### config.mk
export PLATFORM = sky130hd
export DESIGN_NAME = decode_sequencer
export DESIGN_NICKNAME = d
export VERILOG_FILES = /design/src/rtl/decode_sequencer.sv
export SDC_FILE = /design/constraint.sdc
export NUM_CORES = 1
export LEC_CHECK = 0
export CORE_MARGIN = 2
export CORE_UTILIZATION = 45
export DETAILED_ROUTE_END_ITERATION = 8
export PLACE_DENSITY_LB_ADDON = 0.08
export SLEW_MARGIN = 30
export SYNTH_ARGS = -nofsm -noshare
export SYNTH_HDL_FRONTEND = slang
export SYNTH_SLANG_ARGS = --single-unit
### constraint.sdc
create_clock -name clk -period 1.7 [get_ports clk]
set_input_delay 0.255 -clock clk [delete_from_list [all_inputs] [get_ports clk]]
set_output_delay 0.255 -clock clk [all_outputs]
set_load 0.05 [all_outputs]
### src/rtl/decode_sequencer.sv
`default_nettype none
// ============================================================================
//  Module      : decode_sequencer
//  Description : Instruction decode and phase sequencer. Runs a
//                FETCH / E1 / E2 / MULW / HALT state machine, latches the
//                instruction word into IR on the FETCH->E1 edge and decodes
//                the control strobes for the datapath from state and IR.
//  Revision    : 1.0 - initial release
// ============================================================================
module decode_sequencer #(
  parameter int DATA_W  = 16,
  parameter int MUL_LAT = 4,
  parameter int NREG    = 4
) (
  input  logic              clk,
  input  logic              reset,
  input  logic [15:0]       instr,
  input  logic              eq_flag,
  input  logic              mem_ready,
  output logic              fe,
  output logic              e1,
  output logic              e2,
  output logic              instr_rden,
  output logic              pc_cnten,
  output logic              pc_sload,
  output logic              data_wren,
  output logic              mux1_sel,
  output logic              mux2_sel,
  output logic              extra1,
  output logic [NREG-1:0]   reg_en,
  output logic [DATA_W-1:0] imm,
  output logic [1:0]        out_sel,
  output logic              halted
);

  typedef enum logic [2:0] {
    S_FETCH = 3'd0,
    S_E1    = 3'd1,
    S_E2    = 3'd2,
    S_MULW  = 3'd3,
    S_HALT  = 3'd4
  } state_t;

  // mlr needs extra MULW cycles only when its latency exceeds one cycle
  localparam bit         C_MUL_MULTI = (MUL_LAT > 1);
  // MULW counter value on the final multiply cycle (counter starts at 1)
  localparam logic [3:0] C_LAST_CNT  = 4'(MUL_LAT - 1);

  state_t      state_q;
  logic [15:0] ir_q;
  logic [3:0]  cnt_q;

  // Opcode decode, always taken from the latched IR
  logic [4:0] w_op;
  logic       w_is_stp, w_is_mlr, w_is_ldr, w_is_ldi, w_is_sta, w_is_lda;
  logic       w_is_jmr, w_is_jmp, w_is_jeq, w_is_jnq, w_is_jump;
  logic       w_mul_last;

  assign w_op      = ir_q[15:11];
  assign w_is_stp  = (w_op == 5'b00000);
  assign w_is_mlr  = (w_op == 5'b00111);
  assign w_is_ldr  = (w_op == 5'b01110);
  assign w_is_ldi  = (w_op[4:2] == 3'b100);
  assign w_is_sta  = (w_op[4:2] == 3'b101);
  assign w_is_lda  = (w_op[4:2] == 3'b110);
  assign w_is_jmr  = (w_op == 5'b11100);
  assign w_is_jmp  = (w_op == 5'b11101);
  assign w_is_jeq  = (w_op == 5'b11110);
  assign w_is_jnq  = (w_op == 5'b11111);
  assign w_is_jump = (w_op[4:2] == 3'b111);
  assign w_mul_last = (cnt_q == C_LAST_CNT);

  // Phase sequencing, IR capture and multiply-latency counter
  always_ff @(posedge clk) begin
    if (reset) begin
      state_q <= S_FETCH;
      ir_q    <= 16'h0000;
      cnt_q   <= 4'd0;
    end else begin
      case (state_q)
        S_FETCH: begin
          ir_q    <= instr;
          state_q <= S_E1;
        end
        S_E1: begin
          if (w_is_stp) begin
            state_q <= S_HALT;
          end else if (w_is_lda || w_is_ldr) begin
            state_q <= S_E2;
          end else if (w_is_mlr && C_MUL_MULTI) begin
            state_q <= S_MULW;
            cnt_q   <= 4'd1;
          end else begin
            state_q <= S_FETCH;
          end
        end
        S_E2: begin
          // ldr always leaves after one cycle; lda waits for memory
          if (w_is_ldr || mem_ready) begin
            state_q <= S_FETCH;
          end
        end
        S_MULW: begin
          if (w_mul_last) begin
            state_q <= S_FETCH;
            cnt_q   <= 4'd0;
          end else begin
            cnt_q <= cnt_q + 4'd1;
          end
        end
        S_HALT: begin
          state_q <= S_HALT;
        end
        default: begin
          state_q <= S_FETCH;
        end
      endcase
    end
  end

  // Control strobe decode from state and IR; reset forces the FETCH view
  always_comb begin
    fe         = 1'b0;
    e1         = 1'b0;
    e2         = 1'b0;
    instr_rden = 1'b0;
    pc_cnten   = 1'b0;
    pc_sload   = 1'b0;
    data_wren  = 1'b0;
    mux1_sel   = 1'b0;
    mux2_sel   = 1'b0;
    extra1     = 1'b0;
    reg_en     = '0;
    out_sel    = 2'b00;
    halted     = 1'b0;
    imm        = DATA_W'(ir_q[10:0]);

    case (state_q)
      S_FETCH: begin
        fe         = 1'b1;
        instr_rden = 1'b1;
      end
      S_E1: begin
        e1        = 1'b1;
        // Single-cycle instructions advance the PC here; jumps load it
        pc_cnten  = (!w_is_jump && !w_is_stp && !w_is_lda && !w_is_ldr &&
                     !(w_is_mlr && C_MUL_MULTI)) ||
                    (w_is_jeq && !eq_flag) || (w_is_jnq && eq_flag);
        pc_sload  = w_is_jmp || w_is_jmr ||
                    (w_is_jeq && eq_flag) || (w_is_jnq && !eq_flag);
        data_wren = w_is_sta;
        mux1_sel  = w_is_ldi;
        mux2_sel  = w_is_ldr;
        extra1    = w_is_lda || w_is_ldr;
        if (w_is_ldi) begin
          reg_en = NREG'(1) << ir_q[12:11];
        end
        if (w_is_sta) begin
          out_sel = ir_q[12:11];
        end else if (w_is_ldr) begin
          out_sel = ir_q[7:6];
        end
      end
      S_E2: begin
        e2       = 1'b1;
        extra1   = w_is_lda || w_is_ldr;
        pc_cnten = w_is_ldr || (w_is_lda && mem_ready);
        if (w_is_ldr) begin
          reg_en = NREG'(1) << ir_q[10:9];
        end else if (w_is_lda && mem_ready) begin
          reg_en = NREG'(1) << ir_q[12:11];
        end
      end
      S_MULW: begin
        e2       = 1'b1;
        pc_cnten = w_mul_last;
      end
      S_HALT: begin
        halted = 1'b1;
      end
      default: begin
        fe = 1'b0;
      end
    endcase

    // While reset is held the outputs already show the post-reset FETCH view
    if (reset) begin
      fe         = 1'b1;
      e1         = 1'b0;
      e2         = 1'b0;
      instr_rden = 1'b1;
      pc_cnten   = 1'b0;
      pc_sload   = 1'b0;
      data_wren  = 1'b0;
      mux1_sel   = 1'b0;
      mux2_sel   = 1'b0;
      extra1     = 1'b0;
      reg_en     = '0;
      out_sel    = 2'b00;
      halted     = 1'b0;
      imm        = '0;
    end
  end

endmodule
`default_nettype wire

---- Word level (Yosys, flattened, before mapping) ----
Index checks and enable logic that the tools add are counted.
operators by class
  shift operators ......................... 2
  add/sub/neg operators ................... 1
  reduce and logical (&&, ||, !) cells .... 30
  equality and inequality tests ........... 20
  multiplexer cells ....................... 41
operator list
  operator               count
  $mux W4                8
  $eq A5 B5 Y1 const B   4
  $mux W1                19
  $pmux W4 S2            2
  $eq A3 B3 Y1 const B   5
  $pmux W3 S5            1
  $mux W2                6
  $mux W11               1
  $ne A2 B2 Y1 const B   5
  $logic_and A1 B1 Y1    9
  $mux W3                3
  $logic_or A1 B1 Y1     8
  $shl A1 B2 Y4 const A  2
  $eq A3 B2 Y1 const B   2
  $logic_not A1 Y1       6
  $eq A5 B3 Y1 const B   1
  $eq A5 B4 Y1 const B   1
  $logic_not A5 Y1       1
  $add A4 B1 Y4 const B  1
  $eq A4 B2 Y1 const B   1
  $reduce_and A4 Y1      1
  $reduce_or A2 Y1       2
  $eq A3 B1 Y1 const B   1
  $logic_not A3 Y1       1
  3 further kinds        3
storage, ports and cells
  word-level logic and storage cells ...... 97
  register bits after elaboration ......... 23
  input port bits ......................... 20
  output and inout bits ................... 33

---- Longest topological paths before layout ----
  depth in word-level cells ............... 10
  depth in mapped cells ................... 7
  gate-level depth less buffers ........... 6

---- Worst setup path after synthesis ----
OpenSTA, ideal clock, no wires.
  path type ............................... register to output
  from .................................... register state_q[1]
  to ...................................... output pc_cnten
  setup slack ............................. -1.140 ns
  data required time ...................... 1.445 ns
  path buffers ............................ 1
  stages on the path, launching flop included .. 5
  arrival time ............................ 2.585 ns
  cell sequence ........................... dfxtp_1 -> buf_2 -> nor3b_1 -> o21ai_0 -> o21ai_0
on the way
  longest elaborated chain between the ends .. 3
  elaborated cells on any way between the ends .. 5
  classes of those cells .................. 3 x eq/ne; 2 x mux
RTL lines
  what                                          line  text
  start, declared                               49    state_t state_q;
  start signal, assigned                        76    state_q <= S_FETCH;
  start signal, assigned                        83    state_q <= S_E1;
  start signal, assigned                        87    state_q <= S_HALT;
  $eq A3 B2 Y1 or $eq A3 B1 Y1 (tied branches)  138   case (state_q)
  $pmux W1 S3 (*)                               138
  $mux W1 (*)                                   187   if (reset) begin
  end, declared                                 24    output logic pc_cnten,
Every way passes the cells marked *; elsewhere a longest branch is shown, timed or not.

---- Worst setup path after layout ----
  from .................................... register state_q[0]
  to ...................................... output reg_en[2]
on the way
  longest elaborated chain between the ends .. 3
  elaborated cells on any way between the ends .. 4
  classes of those cells .................. 2 x eq/ne; 2 x mux
RTL lines
  what                                          line  text
  $eq A3 B2 Y1 or $eq A3 B1 Y1 (tied branches)  138
  $pmux W4 S2 (*)                               138
  $mux W4 (*)                                   187
  end, declared                                 30    output logic [NREG-1:0] reg_en,
Marked as above.

==> impl_metrics.json <==
{
  "outcome": "finished with violations",
  "violations": "setup timing",
  "drtIter0Drc": 144,
  "synth_common_cells": "nand2_1, a21oi_1, dfxtp_1",
  "die_area_sq_um": 3750,
  "drt-met1-wl_um": 2200,
  "pwr-share-seq": 0.362,
  "worstPathMaxFanout": 4,
  "cpMaxStageDelayCell": "or3b_4",
  "cp_cell_sequence": "or3b_4 > a211oi_4 > o21ai_2 > nor4b_4 > buf_12",
  "antenna_cells": 0,
  "seq_area_frac_synth": 0.312,
  "synth_most_common_cell": "nand2_1",
  "switchingPower_mw": 0.704,
  "setup_slack_ns": -0.586,
  "ioPinCount": 53,
  "p_int_mw": 1.07,
  "p_sw_frac": 0.397,
  "final_max_slew_viol_count": 0,
  "synth_edf_count": 0,
  "cts_buffers": 3,
  "yosysWarnings": 0,
  "drive_above_1_share": 0.436,
  "synth-seq-cells": 23,
  "startpoint": "state_q[0]$_SDFFE_PP0P_",
  "ff2ff_setup_slack_ns": 0.07,
  "timing.setup.tns_ns": -6.19,
  "hpwl_um": 3660,
  "routabilityCongestion": 0.821,
  "port_buffers": 47,
  "num_vias": 1772,
  "skew_ns": 0.00605,
  "core_sq_um": 3080,
  "top_layer": "met4",
  "totalWireLength_um": 5760,
  "slowest_delay_ns": 0.43,
  "die_x_um": 61.2,
  "cts_max_level": 1,
  "synth.area.top_cells": "dfxtp_1, nand2_1, a21oi_1",
  "routed_via_density": 5.55,
  "ant_nets": 0,
  "max_cap_viol_count": 0,
  "register_area_sq_um": 475,
  "hold_class": "input pin to register",
  "max-vdd-ir-drop_mv": 0.645,
  "wl_per_cell_um": 18.1,
  "critPathKind": "register to output pin",
  "setup_viol": 15,
  "cp-end-kind": "output pin",
  "fin_crit_sh": 1.34,
  "min_period_ns": 2.29,
  "preCtsSetupSlack_ns": -0.389,
  "worstReg2RegStart": "ir_q[13]$_SDFFE_PP0P_",
  "power.leakage_nw": 1.11,
  "cp-start-kind": "register",
  "finalHoldViolCount": 0,
  "fin_nets": 297,
  "synth_largest_area_cell": "dfxtp_1",
  "cts_tree": "built",
  "path_buf_inv": 1,
  "n_fill_cell": 120,
  "synth_cells": 195,
  "clock_latency_ns": 0.33,
  "dp.cells": 307,
  "track_usage": 0.320,
  "drc": 0,
  "yosys.area.top_type_share": 0.312,
  "power_mw": 1.77,
  "firstDrtPassIters": 4,
  "power.share.clock": 0.155,
  "fmax_mhz": 438,
  "synth_area_sq_um": 1470,
  "fin_cells": 319,
  "root_buffer": "clkbuf_4",
  "wl_met2_um": 3000,
  "reg2regPathDepth": 6,
  "crit_arrival_ns": 2.03,
  "synthArstFlopShare": 0,
  "grt_pass1_vias": 1839,
  "postSynthAreaPerCell_sq_um": 7.56,
  "globalRoute.totalOverflow": 0,
  "areaGrowthSynthToFinish_pct": 92.9,
  "synth_flop_cell": "dfxtp_1",
  "met3_length_um": 401,
  "multiInputGateArea_sq_um": 1120,
  "grt_pass1_wl_um": 8850,
  "power_frac_comb": 0.483,
  "cp.depth": 5,
  "rsz0062_at_grt": "yes",
  "reg2reg_to": "cnt_q[3]$_SDFFE_PP0P_",
  "clkSinkCount": 23,
  "cp-endpoint": "reg_en[2]",
  "hold_ws_ns": 0.450,
  "clk_pin_slew_ns": 0.14,
  "power_density_nw_per_um2": 624,
  "clock_path_buffers": 2,
  "grt_max_degree": 37,
  "start_util": 0.479,
  "dieHeight_um": 61.2,
  "required_ns": 1.44,
  "synth_cell_types": 51,
  "grt_antenna_before_repair": 0,
  "cp_top_family": "simple AND/OR/NAND/NOR gates",
  "rows": 20
}
area by class of cell:
| class | count | share of cell area |
|---|---|---|
| clock inverters | 1 | 0.00176 |
| well taps | 44 | 0.0194 |
| inverters | 5 | 0.0110 |
| clock buffers | 3 | 0.00792 |
| flip-flops and latches | 23 | 0.167 |
| multi-input cells | 150 | 0.393 |
| repair buffers | 93 | 0.400 |
worst min-delay path, stage by stage:
cell             delay, ns
clkdlybuf4s50_1       0.39
nand2_1               0.05
a21oi_1               0.05
per-layer routing:
metal  vias to the layer above  GRT usage
li1                        820          -
met1                       838      0.406
met2                        94      0.555
met3                        20     0.0483
met4                         0      0.102
met5                         -          0
cell usage in the layout, fill, tap and decap left out, types with 2 or more instances in the layout:
| master | instances |
|---|---|
| nor3_1 | 3 |
| o21ai_2 | 2 |
| nor2b_1 | 12 |
| nand2b_1 | 3 |
| buf_6 | 9 |
| clkbuf_4 | 3 |
| buf_4 | 36 |
| xnor2_1 | 2 |
| or3_4 | 2 |
| clkdlybuf4s50_1 | 19 |
| dfxtp_2 | 3 |
| a21oi_1 | 24 |
| nor2b_4 | 3 |
| nand2_1 | 35 |
| nand3_1 | 2 |
| buf_12 | 28 |
| a211oi_4 | 2 |
| nand2_2 | 2 |
| nor3b_4 | 3 |
| nor2_1 | 5 |
| o21ai_0 | 3 |
| nand2b_4 | 2 |
| conb_1 | 5 |
| inv_1 | 4 |
| dfxtp_1 | 17 |
| nand3b_1 | 3 |
| a22o_4 | 2 |
| nor3_2 | 3 |
| dfxtp_4 | 3 |
| a211o_1 | 2 |
worst min path at each step:
stage                         start               endpoint  cells after the start
6_report                   instr[1]   ir_q[1]$_SDFFE_PP0P_                      3
3_5_place_dp   ir_q[8]$_SDFFE_PP0P_   ir_q[8]$_SDFFE_PP0P_                      2
5_1_grt                   instr[11]  ir_q[11]$_SDFFE_PP0P_                      3
2_1_floorplan              instr[0]   ir_q[0]$_SDFFE_PP0P_                      2
4_1_cts                    instr[1]   ir_q[1]$_SDFFE_PP0P_                      3
3_3_place_gp   ir_q[2]$_SDFFE_PP0P_   ir_q[2]$_SDFFE_PP0P_                      2
flip-flops by register name, summed over array words and instances (netlist names):
signal   cells
ir_q        16
state_q      3
cnt_q        4
logic make-up (layout without fill, tap and decap cells):
group	Yosys count	after routing	share of synthesized area
simple gates	92	92	0.355
compound gates	50	50	0.211
buf+inv	26	102	0.0985
flops	23	23	0.312
xor+xnor	2	2	0.0119
fa+ha+maj	1	1	0.00849
other cells	1	5	0.00254
power groups by stage:
stage                     sequential, mW  combinational (mW)  clock, mW
after floorplan                    0.629               0.460          0
after global placement             0.640               0.730          0
after detailed placement           0.647               0.759          0
after CTS                          0.641               0.806      0.269
after global routing               0.650               0.899      0.303
final                              0.643               0.856      0.275
through the flow:
stage / util / cell area [sq um]
global placement: 0.848 / 2610
floorplan: - / 1640
global route: 0.924 / 2840
finish: 0.924 / 2840
detailed placement: 0.848 / 2610
CTS: 0.898 / 2760
what timing repair did:
action / CTS / global route
hold buffers: 0 / 0
pin swaps: 1 / 9
gates resized for setup: 26 / 13
endpoints found under the setup margin: 25 / 23
buffers inserted: 4 / 6
Power figures use the tool's default switching activity.
